**config.mk**
```make
export PLATFORM = sky130hd
export DESIGN_NAME = cpu_ctrl_fsm
export DESIGN_NICKNAME = d
export VERILOG_FILES = /design/src/rtl/cpu_ctrl_fsm_pkg.sv /design/src/rtl/cpu_ctrl_fsm_branch_cond.sv /design/src/rtl/cpu_ctrl_fsm.sv
export SDC_FILE = /design/constraint.sdc
export NUM_CORES = 1
export LEC_CHECK = 0
export ABC_AREA = 1
export CORE_ASPECT_RATIO = 1.5
export CORE_MARGIN = 1.5
export CORE_UTILIZATION = 48
export CTS_CLUSTER_SIZE = 14
export DETAILED_ROUTE_END_ITERATION = 8
export PLACE_DENSITY = 0.89
export SETUP_SLACK_MARGIN = 0.1
export SYNTH_ARGS = -nofsm -noshare
export SYNTH_HDL_FRONTEND = slang
export SYNTH_SLANG_ARGS = --single-unit
export TNS_END_PERCENT = 5
```
**constraint.sdc**
```tcl
create_clock -name clk -period 2.8 [get_ports clk]
set_clock_uncertainty 0.2 [all_clocks]
set_input_delay 0.28 -clock clk [delete_from_list [all_inputs] [get_ports clk]]
set_output_delay 0.28 -clock clk [all_outputs]
set_load 0.02 [all_outputs]
```
**src/rtl/cpu_ctrl_fsm_pkg.sv**
```systemverilog
// Shared opcode, state, branch-condition and write-back encodings for the CPU control sequencer.
package cpu_ctrl_fsm_pkg;

   localparam logic [3:0] OP_ADD    = 4'h0;
   localparam logic [3:0] OP_SUB    = 4'h1;
   localparam logic [3:0] OP_XOR    = 4'h2;
   localparam logic [3:0] OP_RED    = 4'h3;
   localparam logic [3:0] OP_SLL    = 4'h4;
   localparam logic [3:0] OP_SRA    = 4'h5;
   localparam logic [3:0] OP_ROR    = 4'h6;
   localparam logic [3:0] OP_PADDSB = 4'h7;
   localparam logic [3:0] OP_LW     = 4'h8;
   localparam logic [3:0] OP_SW     = 4'h9;
   localparam logic [3:0] OP_LLB    = 4'hA;
   localparam logic [3:0] OP_LHB    = 4'hB;
   localparam logic [3:0] OP_B      = 4'hC;
   localparam logic [3:0] OP_BR     = 4'hD;
   localparam logic [3:0] OP_PCS    = 4'hE;
   localparam logic [3:0] OP_HLT    = 4'hF;

   typedef enum logic [2:0] {
      ST_FETCH   = 3'd0,
      ST_DECODE  = 3'd1,
      ST_EXECUTE = 3'd2,
      ST_MEM     = 3'd3,
      ST_WB      = 3'd4,
      ST_HALT    = 3'd5
   } state_t;

   localparam logic [2:0] CC_NE = 3'b000;
   localparam logic [2:0] CC_EQ = 3'b001;
   localparam logic [2:0] CC_GT = 3'b010;
   localparam logic [2:0] CC_LT = 3'b011;
   localparam logic [2:0] CC_GE = 3'b100;
   localparam logic [2:0] CC_LE = 3'b101;
   localparam logic [2:0] CC_OV = 3'b110;
   localparam logic [2:0] CC_AL = 3'b111;

   localparam logic [1:0] WB_ALU = 2'b00;
   localparam logic [1:0] WB_MEM = 2'b01;
   localparam logic [1:0] WB_PC  = 2'b10;

   // Flag-register write masks in {Z,V,N} order
   localparam logic [2:0] FLAG_ALL  = 3'b111;
   localparam logic [2:0] FLAG_Z    = 3'b100;
   localparam logic [2:0] FLAG_NONE = 3'b000;

   function automatic logic uses_imm(input logic [3:0] op);
      case (op)
         OP_SLL, OP_SRA, OP_ROR, OP_LW, OP_SW, OP_LLB, OP_LHB: uses_imm = 1'b1;
         default: uses_imm = 1'b0;
      endcase
   endfunction

   function automatic logic [2:0] flag_mask(input logic [3:0] op);
      case (op)
         OP_ADD, OP_SUB:                 flag_mask = FLAG_ALL;
         OP_XOR, OP_SLL, OP_SRA, OP_ROR: flag_mask = FLAG_Z;
         OP_RED, OP_PADDSB:              flag_mask = FLAG_NONE;
         default:                        flag_mask = FLAG_NONE;
      endcase
   endfunction

endpackage

```
**src/rtl/cpu_ctrl_fsm_branch_cond.sv**
```systemverilog
// Branch condition evaluator: compares a 3-bit condition code against the latched {Z,V,N} flags.
module branch_cond
   import cpu_ctrl_fsm_pkg::*;
(
   input  logic [2:0] i_ccc,
   input  logic [2:0] i_flags,
   output logic       o_taken
);

   logic w_z;
   logic w_v;
   logic w_n;

   assign {w_z, w_v, w_n} = i_flags;

   // Condition decode
   always_comb begin
      o_taken = 1'b0;
      case (i_ccc)
         CC_NE:   o_taken = !w_z;
         CC_EQ:   o_taken = w_z;
         CC_GT:   o_taken = !w_z && !w_n;
         CC_LT:   o_taken = w_n;
         CC_GE:   o_taken = w_z || !w_n;
         CC_LE:   o_taken = w_z || w_n;
         CC_OV:   o_taken = w_v;
         CC_AL:   o_taken = 1'b1;
         default: o_taken = 1'b0;
      endcase
   end

endmodule

```
**src/rtl/cpu_ctrl_fsm.sv**
```systemverilog
// Multi-cycle control sequencer: FETCH/DECODE/EXECUTE/MEM/WB with flag register,
// branch resolution and memory-handshake timeout into a sticky error halt.
module cpu_ctrl_fsm
   import cpu_ctrl_fsm_pkg::*;
#(
   parameter int DATA_W      = 16,
   parameter int MEM_TIMEOUT = 16
)(
   input  logic              clk,
   input  logic              rst_n,
   input  logic [DATA_W-1:0] instr,
   input  logic              imem_ready,
   input  logic              dmem_ready,
   input  logic              Z,
   input  logic              V,
   input  logic              N,
   output logic [3:0]        ALU_operation,
   output logic              ALUSrc,
   output logic              PCSrc,
   output logic              pc_write,
   output logic              ir_write,
   output logic              reg_write,
   output logic              mem_read,
   output logic              mem_write,
   output logic [1:0]        wb_sel,
   output logic [2:0]        flags,
   output logic              halt,
   output logic              err
);

   localparam int              CNT_W   = $clog2(MEM_TIMEOUT + 1);
   localparam logic [CNT_W-1:0] TO_LAST = CNT_W'(MEM_TIMEOUT - 1);

   state_t           r_state;
   state_t           w_next_state;
   logic [3:0]       r_op;
   logic [2:0]       r_ccc;
   logic [2:0]       r_flags;
   logic [CNT_W-1:0] r_wait;
   logic             r_err;

   logic [3:0]       w_op;
   logic [2:0]       w_ccc;
   logic [2:0]       w_mask;
   logic             w_taken;
   logic             w_waiting;
   logic             w_timeout;
   logic             w_unused_instr;

   assign w_op           = instr[DATA_W-1 -: 4];
   assign w_ccc          = instr[DATA_W-5 -: 3];
   assign w_unused_instr = ^instr[DATA_W-8:0];
   assign w_mask         = flag_mask(r_op);
   assign flags          = r_flags;
   assign err            = r_err;

   branch_cond u_branch_cond (
      .i_ccc   (r_ccc),
      .i_flags (r_flags),
      .o_taken (w_taken)
   );

   // State, instruction fields, flag register, wait counter and sticky error
   always_ff @(posedge clk) begin
      if (!rst_n) begin
         r_state <= ST_FETCH;
         r_op    <= 4'h0;
         r_ccc   <= 3'b000;
         r_flags <= 3'b000;
         r_wait  <= '0;
         r_err   <= 1'b0;
      end else begin
         r_state <= w_next_state;
         if (ir_write) begin
            r_op  <= w_op;
            r_ccc <= w_ccc;
         end
         // Flags come from the ALU in the same cycle as EXECUTE; masked per opcode
         if (r_state == ST_EXECUTE) begin
            r_flags <= (r_flags & ~w_mask) | ({Z, V, N} & w_mask);
         end
         if (w_next_state != r_state) begin
            r_wait <= '0;
         end else if (w_waiting) begin
            r_wait <= r_wait + 1'b1;
         end
         if (w_timeout) begin
            r_err <= 1'b1;
         end
      end
   end

   // Next-state and Moore output decode
   always_comb begin
      w_next_state  = ST_FETCH;
      w_waiting     = 1'b0;
      w_timeout     = 1'b0;
      ALU_operation = 4'h0;
      ALUSrc        = 1'b0;
      PCSrc         = 1'b0;
      pc_write      = 1'b0;
      ir_write      = 1'b0;
      reg_write     = 1'b0;
      mem_read      = 1'b0;
      mem_write     = 1'b0;
      wb_sel        = WB_ALU;
      halt          = 1'b0;
      case (r_state)
         ST_FETCH: begin
            if (imem_ready) begin
               ir_write     = 1'b1;
               pc_write     = 1'b1;
               w_next_state = ST_DECODE;
            end else begin
               w_waiting = 1'b1;
               if (r_wait == TO_LAST) begin
                  w_timeout    = 1'b1;
                  w_next_state = ST_HALT;
               end else begin
                  w_next_state = ST_FETCH;
               end
            end
         end
         ST_DECODE: begin
            w_next_state = ST_EXECUTE;
         end
         ST_EXECUTE: begin
            ALU_operation = r_op;
            ALUSrc        = uses_imm(r_op);
            case (r_op)
               OP_LW, OP_SW: w_next_state = ST_MEM;
               OP_B, OP_BR: begin
                  w_next_state = ST_FETCH;
                  if (w_taken) begin
                     PCSrc    = 1'b1;
                     pc_write = 1'b1;
                  end else begin
                     PCSrc    = 1'b0;
                     pc_write = 1'b0;
                  end
               end
               OP_HLT:  w_next_state = ST_HALT;
               default: w_next_state = ST_WB;
            endcase
         end
         ST_MEM: begin
            mem_read  = (r_op == OP_LW);
            mem_write = (r_op != OP_LW);
            if (dmem_ready) begin
               w_next_state = (r_op == OP_LW) ? ST_WB : ST_FETCH;
            end else begin
               // A ready arriving on the last allowed cycle is taken above, not here
               w_waiting = 1'b1;
               if (r_wait == TO_LAST) begin
                  w_timeout    = 1'b1;
                  w_next_state = ST_HALT;
               end else begin
                  w_next_state = ST_MEM;
               end
            end
         end
         ST_WB: begin
            reg_write    = 1'b1;
            w_next_state = ST_FETCH;
            case (r_op)
               OP_LW:   wb_sel = WB_MEM;
               OP_PCS:  wb_sel = WB_PC;
               default: wb_sel = WB_ALU;
            endcase
         end
         ST_HALT: begin
            halt         = 1'b1;
            w_next_state = ST_HALT;
         end
         default: begin
            w_next_state = ST_FETCH;
         end
      endcase
   end

endmodule

```
==> impl_results.md, run 1 <==
- Worst Hold Path Cells: 2
- Port Buf Inserts: 31
- Hold violation total from the final report: 0
- Bufs on Longest Clock Path: 2
- Post-synthesis to final-layout area growth: 31.16%
- Cell Count, Final, Fillers Out: ~240
- Via count of the first global-routing pass: 1,088
- CTS tree: built
- Height of the die: 63.43 um
- Vias per Instance: 4.926
- Highest cell delay on the worst timing path: 0.66 ns
- Status: finished, final reports clean
- Clock Sinks: 21
- Synthesis warning total: 0
- Cell count after placement: 238
- Post-CTS Setup Inserts: 0
- Synth Net Count: 211
- Hold Buf Count CTS: 0
- Post-synthesis sequential element count: 21
- Via count: 1,192
- CP cell instances: nor2_2 > nand2_1 > nor4_1 > clkdlybuf4s50_1
- Hold Crit Class: flop to flop
- Startpoint of the most critical hold path: r_ccc[0]
- DRT Wirelength: 2.483 mm
- Number of flops mapped to enable cells by yosys: 0
- Number of diodes added for antenna fixing: 0
- Overflow left after global routing: 0
- Core Footprint: 2260 um^2
- Highest achievable clock rate: slightly above 400 MHz
- WP data required: 2.32 ns
- Antenna violations before repair: 0
- First-pass detailed-route iteration total: 4
- Starting utilization of the core area: 0.5172
- Clock period minus worst slack: 2.482 ns
- Post-DRT Antenna Nets: 0
- Global-route wire length before repair: 4.257 mm
- Sum of net half-perimeters after detailed placement: 1.906 mm
- Synth area leader: sky130_fd_sc_hd__dfxtp_1
- Final-stage net count: 245
- Global-route usage over all layers: 0.1951
- Async S/R FF share, synth: 0
- CTS Buf Count: 3
- Distinct cells, synth: 24
- Critical path start-end classification: flop to primary output
- Sort of element at the start of the critical path: flop
- Pin count of the biggest net entering global routing: 18
- Die boundary width: 43.29 um
- Wire length per cell after detailed routing: 10.26 um
- Top cells by area, synth: sky130_fd_sc_hd__dfxtp_1 (36%), sky130_fd_sc_hd__nand2_1 (13%), sky130_fd_sc_hd__inv_1 (12%)
- Instance count on the critical path: 4
- Fraction of the yosys area taken by sequential cells: 0.3597
- Crit share post-route: 0.8864
- Gate count of the mapped netlist: 186
- Max-Slew Margin vs Limit: 0.6722
- Worst setup timing slack at the placement stage: 0.4983 ns
- Area share of the largest cell type after synthesis: 0.3597
- Power per unit of standard cell area: 420.0 nW/um^2
- Top-count cell post-synth: sky130_fd_sc_hd__nand2_1
- CTS clk-pin slew, worst paths: 0.11 ns
- Placer Congestion: between 0.8 and 0.9
- Fin worst setup slack: 0.3180 ns
- Clk_lat worst skew: around 0.30 ns
- Family with the most delay on the worst path: buffers and inverters
- Destination of the worst hold path: r_ccc[0]
- RSZ-0062 raised after global routing: no
- Resized Gates After CTS: 0
- Fraction of layout instances using a drive strength above 1: 0.05023
- Accumulated negative setup slack: 0 ns
- Number of top-level pins: 41
- H-tree depth: 1
- Destination of the worst register-to-register timing path: r_wait[4]
- Row count: 21
- Top cell types by occurrence after synthesis: sky130_fd_sc_hd__nand2_1 (39), sky130_fd_sc_hd__inv_1 (37), sky130_fd_sc_hd__nor2_1 (28), sky130_fd_sc_hd__dfxtp_1 (21), sky130_fd_sc_hd__a21oi_1 (13)
- Arrival @ worst endpoint: 2.00 ns
- Most common flop cell mapped by yosys: sky130_fd_sc_hd__dfxtp_1
- Count of max-cap constraint violations: 0
- Peak ir drop on the vdd network: 0.3298 mV
- Die ar.: roughly 2700 um^2
- Cell at the root of the clock tree: sky130_fd_sc_hd__clkbuf_4
- Final-layout fill cell count: 197
- Type of element capturing the critical path: primary output
- DRC errors left: 0
- Slowest library cell on the worst path: sky130_fd_sc_hd__clkdlybuf4s50_1
- Tightest Pin Transition: 0.4902 ns
- Leakage power figure: 0.0007419 uW
- Setup Viol. Count Final: 0
- Synthesized area divided by synthesized cell count: 6.283 um^2
- Cell count of the worst reg-to-reg path: 11
- Slack of the worst reg-to-reg path: 0.94 ns
- Mapped cell area: 1169 um^2
- Buffer and inverter count on the worst path: 1
- Critical Path Fanout Max: 6
- Pins over their slew limit: 0
- Launching point of the worst reg2reg path: r_wait[0]
- Detailed router's first-iteration violation count: 28
==> cells by family (layout without fill, tap and decap cells) <==
family	Yosys count	count (layout)	share of synthesized area
simple gates	90	90	0.3341
flops	21	21	0.3597
buf+inv	42	75	0.1360
fa+ha+maj	2	2	0.02141
xor+xnor	3	3	0.02249
compound gates	28	28	0.1263
==> tightest hold or removal path, delay by kind of cell (launching register included) <==
kind | cells | cell delay, ns
flops | 1 | 0.33
buf+inv | 1 | 0.06
compound gates | 1 | 0.06
==> per-stage QoR <==
| step | hold slack [ns] | utilization | instance area [um^2] | total power [uW] |
|---|---|---|---|---|
| after global routing | 0.3098 | 0.6783 | 1533 | 681.8 |
| after global placement | 0.2571 | 0.6633 | 1499 | 502.4 |
| after CTS | 0.2842 | 0.6750 | 1525 | 648.1 |
| after floorplan | 0.2265 | - | 1169 | 448.5 |
| after detailed placement | 0.2617 | 0.6633 | 1499 | 505.1 |
| final | 0.2822 | 0.6783 | 1533 | 643.7 |
==> final cells by class <==
class	instances	area (um^2)	area share
Multi-Input combinational cell	123	589.3	0.3845
Sequential cell	21	420.4	0.2743
Tap cell	23	28.78	0.01878
Clock buffer	4	26.28	0.01714
Inverter	40	150.1	0.09796
Timing Repair Buffer	31	317.8	0.2073
==> power breakdown <==
part / switching, uW / internal, uW / leakage [uW]
Combinational: 92.3 / 66.9 / 0.000555
Clock: 89.5 / 55.6 / 0.0000150
Sequential: 19.6 / 320 / 0.000172
==> worst max path at each step <==
stage / startpoint / to
after floorplan: r_state[0] / wb_sel[1]
after global placement: r_state[2] / pc_write
after detailed placement: r_state[2] / pc_write
after CTS: r_state[2] / pc_write
after global routing: r_state[0] / wb_sel[1]
final: r_state[0] / wb_sel[1]
==> routing by layer <==
layer  global-route usage  wire [um]
met1               0.2145       1071
met2               0.3694       1275
met3              0.01719         95
met4              0.06818         42
met5                    0          0
==> cell usage in the layout, fill, tap and decap left out <==
cell type | Yosys | routed
sky130_fd_sc_hd__nor3_1 | 3 | 3
sky130_fd_sc_hd__xor2_1 | 3 | 3
sky130_fd_sc_hd__o21ai_1 | 2 | 2
sky130_fd_sc_hd__nor2_1 | 28 | 28
sky130_fd_sc_hd__or2_1 | 1 | 1
sky130_fd_sc_hd__nand3_1 | 11 | 11
sky130_fd_sc_hd__nand3b_1 | 1 | 1
sky130_fd_sc_hd__a21oi_1 | 13 | 13
sky130_fd_sc_hd__clkinv_1 | 1 | 1
sky130_fd_sc_hd__nand2_1 | 39 | 39
sky130_fd_sc_hd__nand2_2 | 2 | 2
sky130_fd_sc_hd__clkdlybuf4s50_1 | 0 | 28
sky130_fd_sc_hd__nor4_1 | 1 | 1
sky130_fd_sc_hd__clkbuf_1 | 1 | 1
sky130_fd_sc_hd__dfxtp_1 | 21 | 21
sky130_fd_sc_hd__o221ai_1 | 1 | 1
sky130_fd_sc_hd__nor2_2 | 3 | 3
sky130_fd_sc_hd__inv_2 | 2 | 2
sky130_fd_sc_hd__clkbuf_4 | 0 | 3
sky130_fd_sc_hd__dlymetal6s2s_1 | 0 | 3
sky130_fd_sc_hd__o211ai_1 | 1 | 1
sky130_fd_sc_hd__nand3_4 | 1 | 1
sky130_fd_sc_hd__inv_1 | 37 | 37
sky130_fd_sc_hd__ha_1 | 2 | 2
sky130_fd_sc_hd__o21ai_0 | 10 | 10
sky130_fd_sc_hd__a31oi_1 | 1 | 1
Note: power is estimated with default switching activity, not from simulation.
==> inputs of run 2 (changes only) <==
Settings changed: SLEW_MARGIN set to 10.
==> results of run 2 <==
Same layout as run 1: the final DEF is identical, and so are final timing and power.
==> inputs of run 3 (changes only) <==
Settings changed: ABC_AREA 1 to 0.
==> run 3 against run 2 <==
Effect of this change: clock-buffer cell count shrank 1; register-to-register slack worse by 0.32 ns; worst setup slack got worse by 0.13 ns; via count decreased by 0.25%; global-route usage rose by 1.8 points; final area up 2.3%; fmax shrank 4.8%; sequential cell count unchanged; critical path type unchanged.
==> impl_results.md, run 3 <==
- Post-DRT Antenna Nets: 0
- Overflow left after global routing: 0
- DRC errors left: 0
- Worst setup timing slack at the placement stage: about 0.34 ns
- Slack of the worst reg-to-reg path: just over 0.6 ns
- Antenna violations before repair: 0
- Area share of the largest cell type after synthesis: 0.3460
- Most common flop cell mapped by yosys: sky130_fd_sc_hd__dfxtp_1
- Destination of the worst register-to-register timing path: r_wait[4]
- Global-route usage over all layers: 0.2127
- Synth area leader: sky130_fd_sc_hd__dfxtp_1
- Clock period minus worst slack: between 2 and 3 ns
- CP cell instances: and4bb_2 > o311ai_0 > a211oi_1 > clkdlybuf4s50_1
- Clock Sinks: 21
- Sum of net half-perimeters after detailed placement: approximately 2.3 mm
- Hold Buf Count CTS: 0
- Design Power: 620.0 uW
- Highest cell delay on the worst timing path: 0.67 ns
- Launching point of the worst reg2reg path: r_wait[0]
- Hold Crit Class: flop to flop
- Most common cell after layout, fill and taps aside: sky130_fd_sc_hd__clkdlybuf4s50_1
- Utilization after layout: 0.6472
- First-pass detailed-route iteration total: 4
- Top-count cell post-synth: sky130_fd_sc_hd__nand2_1
- Fraction of the yosys area taken by sequential cells: 0.3460
- Height of the die: 64.62 um
- Via count: 1,189
- Row count: 22
- Slowest library cell on the worst path: sky130_fd_sc_hd__clkdlybuf4s50_1
- Tightest Pin Transition: between 0.8 and 0.9 ns
- Type of element capturing the critical path: primary output
- H-tree depth: 1
- Max-Slew Margin vs Limit: 0.4217
- CTS clk-pin slew, worst paths: 0.11 ns
- WP data required: 2.32 ns
- Placer Congestion: 0.8161
- Instance count on the critical path: 4
- Number of top-level pins: 41
- Leading cell types in the layout, fill and taps excluded: sky130_fd_sc_hd__clkdlybuf4s50_1 (30), sky130_fd_sc_hd__nand2_1 (26), sky130_fd_sc_hd__dfxtp_1 (19)
- RSZ-0062 raised after global routing: yes
- Sort of element at the start of the critical path: flop
- Number of flops mapped to enable cells by yosys: 0
- Die ar.: 2848 um^2
- Critical Path Fanout Max: 5
- Accumulated negative setup slack: 0 ns
- Post-CTS Setup Inserts: 0
- Wire length per cell after detailed routing: about 14 um
- Post-synthesis to final-layout area growth: 29.04%
- Buffer and inverter count on the worst path: 1
- Status: finished, final reports clean
- Via count of the first global-routing pass: 1,151
- Gate count of the mapped netlist: 150
- Count of max-cap constraint violations: 0
- Fin worst setup slack: roughly 0.19 ns
- Synthesis warning total: 0
- Critical path start-end classification: flop to primary output
- CP startpoint: r_state[2]
- Top cells by area, synth: sky130_fd_sc_hd__dfxtp_1 (35%), sky130_fd_sc_hd__nand2_1 (8.0%), sky130_fd_sc_hd__a21oi_1 (4.9%)
- Die boundary width: 44.08 um
- Hold violation total from the final report: 0
- DRT Wirelength: 2.851 mm
- Peak ir drop on the vdd network: ~0.36 mV
- Top cell types by occurrence after synthesis: sky130_fd_sc_hd__nand2_1 (26), sky130_fd_sc_hd__dfxtp_1 (21), sky130_fd_sc_hd__a21oi_1 (12), sky130_fd_sc_hd__nor2_1 (9)
- Synth Net Count: about 180
- CTS Buf Count: 3
- Family with the most delay on the worst path: buffers and inverters
- Setup Viol. Count Final: 0
- Global-route wire length before repair: between 4 and 5 mm
- Leakage power figure: 0.0005607 uW
- Bufs on Longest Clock Path: 2
- CTS tree: built
- Number of diodes added for antenna fixing: 0
- Pin count of the biggest net entering global routing: 19
- Last element of the critical path: PCSrc
- Fraction of layout instances using a drive strength above 1: 0.1105
- Port Buf Inserts: 31
- Async S/R FF share, synth: 0
- Final-stage net count: 207
- Power per unit of standard cell area: 395.5 nW/um^2
- Clk_lat worst skew: 0.31 ns
- Synthesized area divided by synthesized cell count: 8.099 um^2
- Starting utilization of the core area: 0.5015
- Distinct cells, synth: 42
- Vias per Instance: 5.800
- Detailed router's first-iteration violation count: 27
- Mapped cell area: 1215 um^2
- Crit share post-route: 0.9315
- Cell at the root of the clock tree: sky130_fd_sc_hd__clkbuf_4
- Core Footprint: about 2400 um^2
- Pins over their slew limit: 0
- Arrival @ worst endpoint: ~2.1 ns
- Highest achievable clock rate: 383.4 MHz
- Cell count of the worst reg-to-reg path: 6
- Post-synthesis sequential element count: 21
## run 3: cell types whose count changed in the layout (fill, tap and decap cells not counted), moves of 4 or more
cell / previous run / this run
sky130_fd_sc_hd__a211oi_1: 0 / 5
sky130_fd_sc_hd__and2_1: 0 / 4
sky130_fd_sc_hd__buf_4: 0 / 4
sky130_fd_sc_hd__inv_1: 37 / 5
sky130_fd_sc_hd__nand2_1: 39 / 26
sky130_fd_sc_hd__nand3_1: 11 / 5
sky130_fd_sc_hd__nor2_1: 28 / 9
sky130_fd_sc_hd__o21ai_0: 10 / 5
sky130_fd_sc_hd__xnor2_1: 0 / 4
## run 3: cells by family (layout without fill, tap and decap cells)
group,Yosys count,after routing,share of synthesized area
and+or+nand+nor,71,71,0.3172
AOI/OAI and AO/OA,34,34,0.1967
DFF,21,21,0.3460
buffers and inverters,14,45,0.05664
xor gates and xnor gates,4,4,0.02883
muxes,4,4,0.03399
adders and majority gates,2,2,0.02059
## run 3: final cells by class
| type | instances | area [um^2] |
|---|---|---|
| fillers | 215 | 854.6 |
| multi-input cells | 115 | 725.7 |
| flip-flops and latches | 21 | 422.9 |
| repair buffers | 35 | 339.1 |
| well taps | 24 | 30.03 |
| clock buffers | 3 | 22.52 |
| inverters | 6 | 22.52 |
| clock inverters | 1 | 5.005 |
## run 3: worst min-delay path, stage by stage (launching register included)
cell and delay [ns]:
sky130_fd_sc_hd__dfxtp_1 0.33, sky130_fd_sc_hd__nand3_1 0.07, sky130_fd_sc_hd__a21oi_1 0.05
## run 3: where the power goes
| group | internal [uW] | switching, uW |
|---|---|---|
| Combinational | 66.1 | 71.7 |
| Sequential | 315 | 20.7 |
| Clock | 53.3 | 93.4 |
| Total | 434 | 186 |
## run 3: how the worst min path moves through the flow
stage                     startpoint   end  slack [ns]  cells after the start
after floorplan                rst_n  flop        0.16                      1
after global placement           err   err        0.27                      2
after detailed placement         err   err        0.27                      2
after CTS                       flop  flop        0.30                      2
after global routing            flop  flop        0.33                      2
final                           flop  flop        0.29                      2
## run 3: per-layer routing
layer  vias to the layer above  track usage  share of wire
met1                       556       0.2176           0.36
met2                        33       0.4265           0.59
met3                         6      0.02228          0.038
li1                        594            -              -
met4                         0      0.05682          0.016
met5                         -            0              0
## run 3: through the flow
stage                     std cells  hold WS [ns]  cell area (um^2)
after floorplan                 150        0.1562              1215
after global placement          201        0.2663              1539
after detailed placement        201        0.2748              1539
after CTS                       205        0.2951              1568
after global routing            205        0.3258              1568
final                           205        0.2936              1568
## run 3: timing repair
action / 4_1_cts / 5_1_grt
pin swaps: 1 / 0
hold endpoints to repair: 0 / 0
setup endpoints to repair: 2 / 2
gates resized for setup: 3 / 1
